--- src/rtl/sprite_blitter.sv ---
// ============================================================================
// sprite_blitter
// ----------------------------------------------------------------------------
// Purpose:
//   Copies a rectangular 4-bit sprite from a synchronous sprite ROM into the
//   framebuffer, one pixel per non-stalled cycle. Pixels equal to TRANSP are
//   skipped. Each drawn pixel turns into a registered write request
//   (sprite_write / sprite_w_addr / sprite_wdata) for the framebuffer write
//   arbiter.
//
// Parameters:
//   SCREEN_W  framebuffer width in pixels  (default 640)
//   SCREEN_H  framebuffer height in pixels (default 480)
//   TRANSP    transparent pixel value      (default 4'hF)
//
// Ports:
//   Clk            in   1   sole clock, rising edge
//   Reset_n        in   1   asynchronous active-low reset
//   start          in   1   draw request, only looked at in IDLE
//   sprite_x/_y    in   11  signed screen position of the top-left pixel
//   sprite_w/_h    in   7   sprite size, 0..64
//   sprite_base    in   16  ROM word address of the first pixel (row-major)
//   rom_addr       out  16  registered sprite ROM read address
//   rom_data       in   4   ROM pixel, valid one cycle after rom_addr
//   stall          in   1   framebuffer write port busy; freezes the blitter
//   sprite_write   out  1   registered framebuffer write request
//   sprite_w_addr  out  20  registered framebuffer word address
//   sprite_wdata   out  4   registered framebuffer pixel
//   busy           out  1   high whenever the blitter is not in IDLE
//   done           out  1   one-cycle pulse when a draw completes
//
// Configuration:
//   SPRITE_BLITTER_CLIP_EN  when defined, pixels that fall outside the
//                           SCREEN_W x SCREEN_H area are suppressed. When
//                           undefined no clip logic exists, the caller keeps
//                           the sprite on screen and the address is simply
//                           the low 20 bits of y*SCREEN_W + x.
// ============================================================================
module sprite_blitter #(
    parameter int         SCREEN_W = 640,
    parameter int         SCREEN_H = 480,
    parameter logic [3:0] TRANSP   = 4'hF
) (
    input  logic        Clk,
    input  logic        Reset_n,
    input  logic        start,
    input  logic [10:0] sprite_x,
    input  logic [10:0] sprite_y,
    input  logic [6:0]  sprite_w,
    input  logic [6:0]  sprite_h,
    input  logic [15:0] sprite_base,
    output logic [15:0] rom_addr,
    input  logic [3:0]  rom_data,
    input  logic        stall,
    output logic        sprite_write,
    output logic [19:0] sprite_w_addr,
    output logic [3:0]  sprite_wdata,
    output logic        busy,
    output logic        done
);

    typedef enum logic [1:0] {
        ST_IDLE  = 2'd0,
        ST_PRIME = 2'd1,
        ST_RUN   = 2'd2,
        ST_DONE  = 2'd3
    } state_t;

    state_t      r_state;

    // Draw parameters captured at start so the inputs may change mid-draw.
    logic [10:0] r_x;
    logic [10:0] r_y;
    logic [6:0]  r_w;
    logic [6:0]  r_h;

    // Position of the pixel currently sitting on rom_data.
    logic [5:0]  r_col;
    logic [5:0]  r_row;

    logic [15:0] r_romAddr;
    logic        r_write;
    logic [19:0] r_wAddr;
    logic [3:0]  r_wData;
    logic        r_busy;
    logic        r_done;

    // Holds the pixel owed to the current slot while stall is high.
    logic [3:0]  r_skid;
    logic        r_skidValid;

    logic [3:0]  w_pix;
    logic [12:0] w_posX;
    logic [12:0] w_posY;
    logic [19:0] w_xExt;
    logic [19:0] w_yExt;
    logic [19:0] w_rowBase;
    logic [19:0] w_addr;
    logic        w_colLast;
    logic        w_rowLast;
    logic        w_onScreen;
    logic        w_writeEn;

    // Pixel for this slot: the parked copy after a stall, otherwise the ROM.
    assign w_pix = r_skidValid ? r_skid : rom_data;

    // Screen coordinates of the current pixel, 13-bit two's complement so
    // that sprite positions left of / above the screen stay negative.
    assign w_posX = {{2{r_x[10]}}, r_x} + {7'd0, r_col};
    assign w_posY = {{2{r_y[10]}}, r_y} + {7'd0, r_row};
    assign w_xExt = {{7{w_posX[12]}}, w_posX};
    assign w_yExt = {{7{w_posY[12]}}, w_posY};

    // Row base address. The common 640-wide screen uses 512 + 128 so no
    // multiplier is built; any other width falls back to a constant multiply.
    generate
        if (SCREEN_W == 640) begin : g_shiftAdd
            assign w_rowBase = (w_yExt << 9) + (w_yExt << 7);
        end else begin : g_mult
            assign w_rowBase = w_yExt * 20'(SCREEN_W);
        end
    endgenerate

    assign w_addr = w_rowBase + w_xExt;

    assign w_colLast = ({1'b0, r_col} == (r_w - 7'd1));
    assign w_rowLast = ({1'b0, r_row} == (r_h - 7'd1));

`ifdef SPRITE_BLITTER_CLIP_EN
    // Off screen when either coordinate is negative or past the far edge.
    assign w_onScreen = !w_posX[12] && !w_posY[12] &&
                        (w_posX < 13'(SCREEN_W)) &&
                        (w_posY < 13'(SCREEN_H));
`else
    assign w_onScreen = 1'b1;
`endif

    assign w_writeEn = (w_pix != TRANSP) && w_onScreen;

    // Main control FSM. All outputs are registered here. A stalled cycle
    // freezes every visible register so the arbiter sees the pending write
    // unchanged until it is accepted. DONE takes two cycles: the first shows
    // the last pixel slot, the second carries the done pulse.
    always_ff @(posedge Clk or negedge Reset_n) begin
        if (!Reset_n) begin
            r_state     <= ST_IDLE;
            r_x         <= '0;
            r_y         <= '0;
            r_w         <= '0;
            r_h         <= '0;
            r_col       <= '0;
            r_row       <= '0;
            r_romAddr   <= '0;
            r_write     <= 1'b0;
            r_wAddr     <= '0;
            r_wData     <= '0;
            r_busy      <= 1'b0;
            r_done      <= 1'b0;
            r_skid      <= '0;
            r_skidValid <= 1'b0;
        end else begin
            case (r_state)
                ST_IDLE: begin
                    r_done <= 1'b0;
                    if (start) begin
                        r_x         <= sprite_x;
                        r_y         <= sprite_y;
                        r_w         <= sprite_w;
                        r_h         <= sprite_h;
                        r_col       <= '0;
                        r_row       <= '0;
                        r_romAddr   <= sprite_base;
                        r_skidValid <= 1'b0;
                        r_busy      <= 1'b1;
                        if ((sprite_w == 7'd0) || (sprite_h == 7'd0)) begin
                            r_state <= ST_DONE;
                        end else begin
                            r_state <= ST_PRIME;
                        end
                    end
                end

                ST_PRIME: begin
                    if (!stall) begin
                        r_romAddr <= r_romAddr + 16'd1;
                        r_state   <= ST_RUN;
                    end
                end

                ST_RUN: begin
                    if (stall) begin
                        // rom_addr is frozen but the ROM still returns the
                        // next word, so park the pixel owed to this slot on
                        // the first stalled edge and replay it on release.
                        if (!r_skidValid) begin
                            r_skid      <= rom_data;
                            r_skidValid <= 1'b1;
                        end
                    end else begin
                        r_skidValid <= 1'b0;
                        r_write     <= w_writeEn;
                        r_wAddr     <= w_addr;
                        r_wData     <= w_pix;
                        r_romAddr   <= r_romAddr + 16'd1;
                        if (w_colLast) begin
                            r_col <= '0;
                            if (w_rowLast) begin
                                r_state <= ST_DONE;
                            end else begin
                                r_row <= r_row + 6'd1;
                            end
                        end else begin
                            r_col <= r_col + 6'd1;
                        end
                    end
                end

                ST_DONE: begin
                    if (!stall) begin
                        if (!r_done) begin
                            r_done  <= 1'b1;
                            r_write <= 1'b0;
                        end else begin
                            r_done  <= 1'b0;
                            r_busy  <= 1'b0;
                            r_state <= ST_IDLE;
                        end
                    end
                end

                default: begin
                    r_state <= ST_IDLE;
                end
            endcase
        end
    end

    assign rom_addr      = r_romAddr;
    assign sprite_write  = r_write;
    assign sprite_w_addr = r_wAddr;
    assign sprite_wdata  = r_wData;
    assign busy          = r_busy;
    assign done          = r_done;

endmodule

--- config.mk ---
export PLATFORM = sky130hd
export DESIGN_NAME = sprite_blitter
export DESIGN_NICKNAME = d
export VERILOG_FILES = /design/src/rtl/sprite_blitter.sv
export SDC_FILE = /design/constraint.sdc
export NUM_CORES = 1
export LEC_CHECK = 0
export CORE_MARGIN = 1
export CORE_UTILIZATION = 45
export CTS_CLUSTER_DIAMETER = 150
export DETAILED_ROUTE_END_ITERATION = 8
export PLACE_DENSITY = 0.69
export SYNTH_ARGS = -nofsm -noshare
export SYNTH_HDL_FRONTEND = slang
export SYNTH_SLANG_ARGS = --single-unit
--- constraint.sdc ---
create_clock -name Clk -period 8.22 [get_ports Clk]
set_clock_uncertainty 0.05 [all_clocks]
set_input_delay 1.644 -clock Clk [delete_from_list [all_inputs] [get_ports Clk]]
set_output_delay 1.644 -clock Clk [all_outputs]
set_load 0.005 [all_outputs]
Yosys cells after proc, flatten, opt, wreduce, memory -nomap -nowiden
Cells that the tools add are included.
{ "word_totals": {"regBits": 98, "output_inout_bits": 43, "word_cells": 96} }
{ "op_classes": {"bitwise_logic": 1, "muxes": 35, "eq_ne": 16, "n_addsub": 9, "n_reduce_logical": 20} }
{ "op_table": {"columns": ["operator", "n"], "rows": [
  ["20-bit adder", 2],
  ["6-bit 2-to-1 mux", 6],
  ["16-bit 2-to-1 mux", 2],
  ["16-bit case mux with 2 select lines", 1],
  ["11-bit by 7-bit adder with 12-bit output", 2],
  ["6-bit case mux with 2 select lines", 2],
  ["2-bit inequality test (second input constant)", 10],
  ["16-bit by 1-bit adder with 16-bit output (second input constant)", 1],
  ["2-bit 2-to-1 mux", 8],
  ["6-bit by 7-bit equality test with 1-bit output", 2],
  ["7-bit zero test", 2],
  ["7-bit by 1-bit subtractor with 7-bit output (second input constant)", 2],
  ["6-bit by 1-bit adder with 6-bit output (second input constant)", 2],
  ["1-bit 2-to-1 mux", 10],
  ["2-bit AND reduction", 5],
  ["1-bit case mux with 2 select lines", 4],
  ["2-bit case mux with 4 select lines", 1],
  ["4-bit AND reduction", 2],
  ["2-bit nonzero test", 4],
  ["7-bit AND reduction", 1],
  ["3-bit AND reduction", 2],
  ["5-bit AND reduction", 1],
  ["2-bit equality test (second input constant)", 2],
  ["4-bit 2-to-1 mux", 1],
  ["other kinds (6)", 6]
]} }

Depth between registers and ports, before layout
Gate-level depths: netlist of the first run.
{ "logic_depth": {"depth_word": 6, "depth_mapped": 19, "depth_no_buf": 19} }

Worst setup path after synthesis of the first run
OpenSTA, ideal clock, no wires.
{ "synth_path": {"path_kind": "register to register", "startpoint": "reg r_col[0]", "endpoint": "reg r_wAddr[18] (netlist: sprite_w_addr[18])", "path_stages_with_launch": 20, "required_time_ns": 8.101, "path_buffers": 0, "t_arrival_ns": 4.190, "synth_period_minus_slack_ns": 4.308, "setup_slack_ns": 3.912, "path_cell_list": "dfrtp_1 > ha_1 > fa_1 > nand2_1 > nand2_1 > a21o_1 > a21o_1 > a21oi_1 > nor2_1 > xor2_1 > ha_1 > ha_1 > fa_1 > a21o_1 > a21oi_1 > o21bai_1 > a21oi_1 > o21ai_0 > or4b_1 > nand3_1"} }
{ "synth_via": {"elab_chain_cells": 2} }
{ "synth_rtl": {"columns": ["element", "line", "rtl"], "rows": [
  ["from (decl)", "78", "logic [5:0] r_col;"],
  ["from (signal assigned)", "213", "r_col <= r_col + 6'd1;"],
  ["11-bit by 7-bit adder with 12-bit output", "109", "assign w_posX = {{2{r_x[10]}}, r_x} + {7'd0, r_col};"],
  ["20-bit adder", "124", "assign w_addr = w_rowBase + w_xExt;"],
  ["to (signal assigned)", "202", "r_wAddr <= w_addr;"],
  ["to (decl)", "83", "logic [19:0] r_wAddr;"]
]} }
No other way between the ends.
A chain may end at the register's enable or synchronous reset.

Final worst setup path of the first run
{ "layout_path": {"startpoint": "reg r_col[1]", "endpoint": "reg r_wAddr[18] (netlist: sprite_w_addr[18])"} }
Same word-level chain as after synthesis.

==> impl_metrics.json, run 1 <==
{
  "end_kind": "register",
  "grtUsageTotal_pct": 21.2,
  "r2r_slack_ns": 3.52,
  "final_hold_viol_count": 0,
  "syn_to_final_growth_pct": 24.6,
  "finalInstanceArea_um2": 7770,
  "yosys_warnings": 0,
  "slew_headroom_pct": 17.9,
  "worstHoldPathType": "register to register",
  "num_vias": 5029,
  "postSynthCellCount": 648,
  "min_period_ns": 4.70,
  "grt_max_degree": 52,
  "grt-ovfl-total": 0,
  "hp-start": "sprite_w_addr[13]$_DFFE_PN0P_",
  "async_reset_ff_share_pct": 100,
  "max_clock_freq_mhz": 213,
  "postCtsSetupRepairBufs": 0,
  "worstRegToRegCells": 13,
  "wl_per_cell_um": 15.2,
  "maxCapViolations": 0,
  "drtAntennaViolNets": 0,
  "rsz0062_at_grt": "no",
  "numPortBuffers": 102,
  "crit_type": "register to register",
  "clock_path_buffers": 2,
  "coreArea_um2": 13400,
  "period_share_pct": 57.2,
  "crit_family": "compound AO/OA/AOI/OAI gates",
  "r2r_end": "sprite_w_addr[18]$_DFFE_PN0P_",
  "h-tree-depth": 3,
  "dp_cells": 909,
  "antenna_found_initial": 0,
  "tightestPinTransition_ns": 1.23,
  "synth_xor_area_share_pct": 6.04,
  "required_ns": 8.46,
  "cts_tree": "yes",
  "synth_top_cell_by_area": "dfrtp_1",
  "drt_iter0_drc": 286,
  "ctsResizeCount": 0,
  "drc": 0,
  "setup-tns-final_ns": 0,
  "die-area_um2": 14300,
  "outcome": "finished clean",
  "startpoint": "r_col[1]$_DFFE_PN0P_",
  "crit_arrival_ns": 4.94,
  "wirelength_um": 14100,
  "num_rows": 42,
  "startpoint_type": "register",
  "cp_slowest_cell": "a2111oi_0",
  "synth.area.mux_share_pct": 10.3,
  "synthAdderAreaFrac_pct": 11.0,
  "antenna_cells": 0,
  "crit_fanout": 7,
  "first_global_vias": 5032,
  "place_area_um2": 7430,
  "place_ws_ns": 3.46,
  "synth_area_leaders": "dfrtp_1 39%, mux2_2 8.5%, ha_1 6.8%, fa_1 4.2%, nand2_1 4.1%",
  "synth_flop_cell": "dfrtp_1",
  "setup_viol": 0,
  "num_io_pins": 103,
  "fin_nets": 851,
  "final_cells": 924,
  "cts_root_buf": "clkbuf_16",
  "avgSynthCellArea_um2": 9.63,
  "worst_slack_ns": 3.52,
  "firstDrtPassIters": 5,
  "worst-path-buf-inv": 1,
  "grt_pass1_wl_um": 24200,
  "netlist_area_um2": 6240,
  "ys_types": 64,
  "die_h_um": 120,
  "ctsHoldBuffers": 0,
  "gp_congestion": 0.849,
  "numCtsBuffers": 9,
  "synth.ff_latch_count": 98,
  "cts_sinks": 98,
  "r2r_start": "r_col[1]$_DFFE_PN0P_",
  "synth_top_family_by_area": "compound AO/OA/AOI/OAI gates",
  "min_to": "sprite_w_addr[13]$_DFFE_PN0P_",
  "cpPeakStageDelay_ns": 0.70,
  "synth_compound_area_share_pct": 14.8,
  "clkTransAtPathRegs_ns": 0.07,
  "dp_hpwl_um": 10600,
  "path_cells": "ha_1 -> a21oi_1 -> o21ai_0 -> a2111oi_0 -> nor2_1 -> inv_1 -> fa_1 -> ha_1 -> and2_1 -> a221oi_1 -> o21ai_0 -> or4b_1 -> nand3_1",
  "seq_area_frac_synth_pct": 39.3,
  "die_x_um": 120,
  "viasPerCell": 5.44,
  "slew_violations": 0,
  "drive_gt1_share_pct": 10.2,
  "synth_edf_count": 0,
  "start_util_pct": 46.6,
  "yosys.area_share.simple_pct": 14.7,
  "whs_path_depth": 2,
  "synth_top_area_share_pct": 39.3,
  "clock_latency_ns": 0.35,
  "synth_nets": 755
}
==> worst max path at each step <==
stage                                               end  slack, ns  cells after the start
after global routing      sprite_w_addr[18]$_DFFE_PN0P_       3.05                     13
final                     sprite_w_addr[18]$_DFFE_PN0P_       3.52                     13
after detailed placement  sprite_w_addr[18]$_DFFE_PN0P_       3.46                     13
after CTS                 sprite_w_addr[18]$_DFFE_PN0P_       3.45                     13
after floorplan           sprite_w_addr[18]$_DFFE_PN0P_       3.91                     19
after global placement    sprite_w_addr[18]$_DFFE_PN0P_       3.58                     13
==> tightest hold or removal path, delay by kind of cell (launching register included) <==
kind / cells / cell delay (ns)
flops: 1 / 0.34
compound gates: 1 / 0.06
simple gates: 1 / 0.05
==> cell families after synthesis <==
family                   count (synthesis)
XOR/XNOR                                43
flip-flops                              98
multiplexers                            58
AO/OA/AOI/OAI                          152
AND/OR/NAND/NOR                        185
adder cells (fa/ha/maj)                 47
buffers and inverters                   65
==> cell usage after synthesis, types with 5 or more instances <==
library cell / number
mux2_2: 47
nor3b_1: 5
nand4_1: 12
a211oi_1: 5
inv_1: 44
o21a_1: 5
o21ai_0: 49
nand3_1: 22
nor2_1: 28
nor2b_1: 7
a21o_1: 6
nand2b_1: 6
xnor2_1: 29
o22ai_1: 8
ha_1: 34
dfrtp_1: 98
mux2i_1: 9
nor3_1: 12
xor2_1: 14
clkbuf_1: 19
nand2_1: 68
fa_1: 13
a21oi_1: 47
==> cell usage in the layout (no fill, tap or decap), types with 22 or more instances in the layout <==
| cell | count |
|---|---|
| a21oi_1 | 47 |
| clkdlybuf4s50_1 | 101 |
| dfrtp_1 | 98 |
| ha_1 | 34 |
| inv_1 | 44 |
| mux2_2 | 47 |
| nand2_1 | 68 |
| nand3_1 | 22 |
| nor2_1 | 28 |
| o21ai_0 | 49 |
| xnor2_1 | 29 |
==> final cells by class <==
cell class | instances | area, um2
fill | 1170 | 5630
multi-input combinational | 485 | 3550
tap | 176 | 220
clock buffer | 10 | 239
inverter | 44 | 165
sequential | 98 | 2450
timing repair buffer | 106 | 1050
clock inverter | 5 | 103
==> metrics by stage <==
stage	util, %	hold slack [ns]
floorplan	-	0.423
detailed placement	55.5	0.425
CTS	58.0	0.440
global route	58.0	0.468
finish	58.0	0.431
global placement	55.5	0.416
==> metal layers <==
metal | routed length [um] | global-route usage (%)
met5 | 0 | 0
met4 | 163 | 6.09
met3 | 547 | 5.04
met2 | 6710 | 34.1
met1 | 6650 | 28.5
==> registers in the layout, summed over array words and instances (netlist names), 2 cells and up <==
register,cells
sprite_w_addr,20
rom_addr,16
r_x,11
r_y,11
r_h,7
r_w,7
r_col,6
r_row,6
r_skid,4
sprite_wdata,4
r_state,2
Power of run 1 is not shown: default switching activity piles up to over one toggle a cycle in this logic, so the estimate is an artifact.
==> inputs of run 2 (changes only) <==
PLACE_DENSITY = 0.72   (was 0.69)
clock period = 3.9 ns   (was 8.22 ns; I/O delays follow)
==> impl_metrics.json, run 2 (synthesized netlist as in run 1, its figures left out) <==
{
  "cts_tree": "yes",
  "max_clock_freq_mhz": 247,
  "largest_reg_flops": 20,
  "syn_to_final_growth_pct": 28.9,
  "coreArea_um2": 13400,
  "maxCapViolations": 0,
  "worstHoldPathType": "primary input to async pin",
  "num_vias": 5236,
  "period_share_pct": 104,
  "tightestPinTransition_ns": 0.785,
  "clock_path_buffers": 2,
  "start_util_pct": 46.6,
  "viasPerCell": 5.49,
  "final_common_cell": "clkdlybuf4s50_1",
  "numCtsBuffers": 9,
  "first_global_vias": 5270,
  "h-tree-depth": 3,
  "clkTransAtPathRegs_ns": 0.07,
  "grt_max_degree": 52,
  "firstDrtPassIters": 4,
  "antenna_found_initial": 0,
  "end_kind": "register",
  "setup_viol": 2,
  "r2r_start": "r_x[0]$_DFFE_PN0P_",
  "crit_fanout": 3,
  "num_io_pins": 103,
  "die-area_um2": 14300,
  "required_ns": 4.13,
  "fin_nets": 880,
  "slew_violations": 0,
  "final_cell_mix": "101 x clkdlybuf4s50_1, 98 x dfrtp_1, 68 x nand2_1",
  "gp_congestion": 0.871,
  "finalInstanceArea_um2": 8040,
  "numPortBuffers": 102,
  "die_x_um": 120,
  "worst_slack_ns": -0.142,
  "place_area_um2": 7710,
  "grt-ovfl-total": 0,
  "die_h_um": 120,
  "num_rows": 42,
  "drive_gt1_share_pct": 15.6,
  "grt_pass1_wl_um": 24300,
  "drc": 0,
  "place_ws_ns": -0.104,
  "r2r_end": "sprite_w_addr[18]$_DFFE_PN0P_",
  "drt_iter0_drc": 296,
  "final_hold_viol_count": 0,
  "worstRegToRegCells": 19,
  "min_period_ns": 4.04,
  "wl_per_cell_um": 15.2,
  "rsz0062_at_grt": "yes",
  "crit_type": "register to register",
  "outcome": "finished with violations",
  "dp_hpwl_um": 11200,
  "cts_root_buf": "clkbuf_16",
  "wirelength_um": 14500,
  "crit_arrival_ns": 4.28,
  "clock_latency_ns": 0.35,
  "ctsHoldBuffers": 0,
  "antenna_cells": 0,
  "cts_sinks": 98,
  "violations": "negative setup slack",
  "slew_headroom_pct": 47.7,
  "startpoint_type": "register",
  "drtAntennaViolNets": 0,
  "r2r_slack_ns": -0.14,
  "grtUsageTotal_pct": 21.4
}
## run 2: worst max-delay path by stage
| stage | from | end | slack (ns) | depth (start not counted) |
|---|---|---|---|---|
| after floorplan | r_col[0]$_DFFE_PN0P_ | sprite_w_addr[18]$_DFFE_PN0P_ | -0.02 | 19 |
| after global placement | r_x[1]$_DFFE_PN0P_ | sprite_w_addr[18]$_DFFE_PN0P_ | 0.02 | 17 |
| after detailed placement | r_col[1]$_DFFE_PN0P_ | sprite_w_addr[18]$_DFFE_PN0P_ | -0.10 | 14 |
| after CTS | r_x[0]$_DFFE_PN0P_ | sprite_w_addr[18]$_DFFE_PN0P_ | -0.12 | 19 |
| after global routing | r_x[0]$_DFFE_PN0P_ | sprite_w_addr[18]$_DFFE_PN0P_ | -0.34 | 19 |
| final | r_x[0]$_DFFE_PN0P_ | sprite_w_addr[18]$_DFFE_PN0P_ | -0.14 | 19 |
## run 2: cell type report
class                      instances  area [um2]
clock buffer                      11         243
clock inverter                     5        37.5
fill                            1151        5360
inverter                          44         165
multi-input combinational        485        3630
sequential                        98        2450
tap                              176         220
timing repair buffer             135        1290
## run 2: metrics by stage
| step | hold slack [ns] | utilization (%) | TNS (ns) | std cells |
|---|---|---|---|---|
| floorplan | 0.423 | - | -0.0245 | 648 |
| global placement | 0.416 | 57.6 | 0 | 937 |
| detailed placement | 0.419 | 57.6 | -0.186 | 937 |
| CTS | 0.415 | 59.8 | -0.119 | 953 |
| global route | 0.440 | 60.0 | -0.927 | 954 |
| finish | 0.388 | 60.0 | -0.177 | 954 |
## run 2: metal layers
layer	GRT usage [%]	vias to the layer above	wire (um)
met1	25.8	2540	6240
met4	8.75	0	371
met5	0	-	0
met3	4.52	29	512
li1	-	2551	-
met2	37.0	116	7340
## run 2: critical path, stage by stage (launching register included)
cell and delay, ns:
dfrtp_1 0.39, ha_2 0.20, fa_2 0.34, nand2_1 0.07
nand2_1 0.05, a21o_1 0.18, a21o_1 0.20, a21oi_2 0.17
nor2_1 0.07, xor2_1 0.15, ha_1 0.32, ha_4 0.18
fa_2 0.34, a21o_1 0.20, a21oi_2 0.14, o21bai_1 0.10
a21oi_2 0.16, o21ai_1 0.09, or4b_1 0.49, nand3_1 0.10
## run 2: repair_timing
action	in CTS	in global routing
resized for setup	4	8
pin swaps	0	10
buffers inserted	0	2
endpoints found under the setup margin	2	7
Power of run 2 is left out for the same reason.
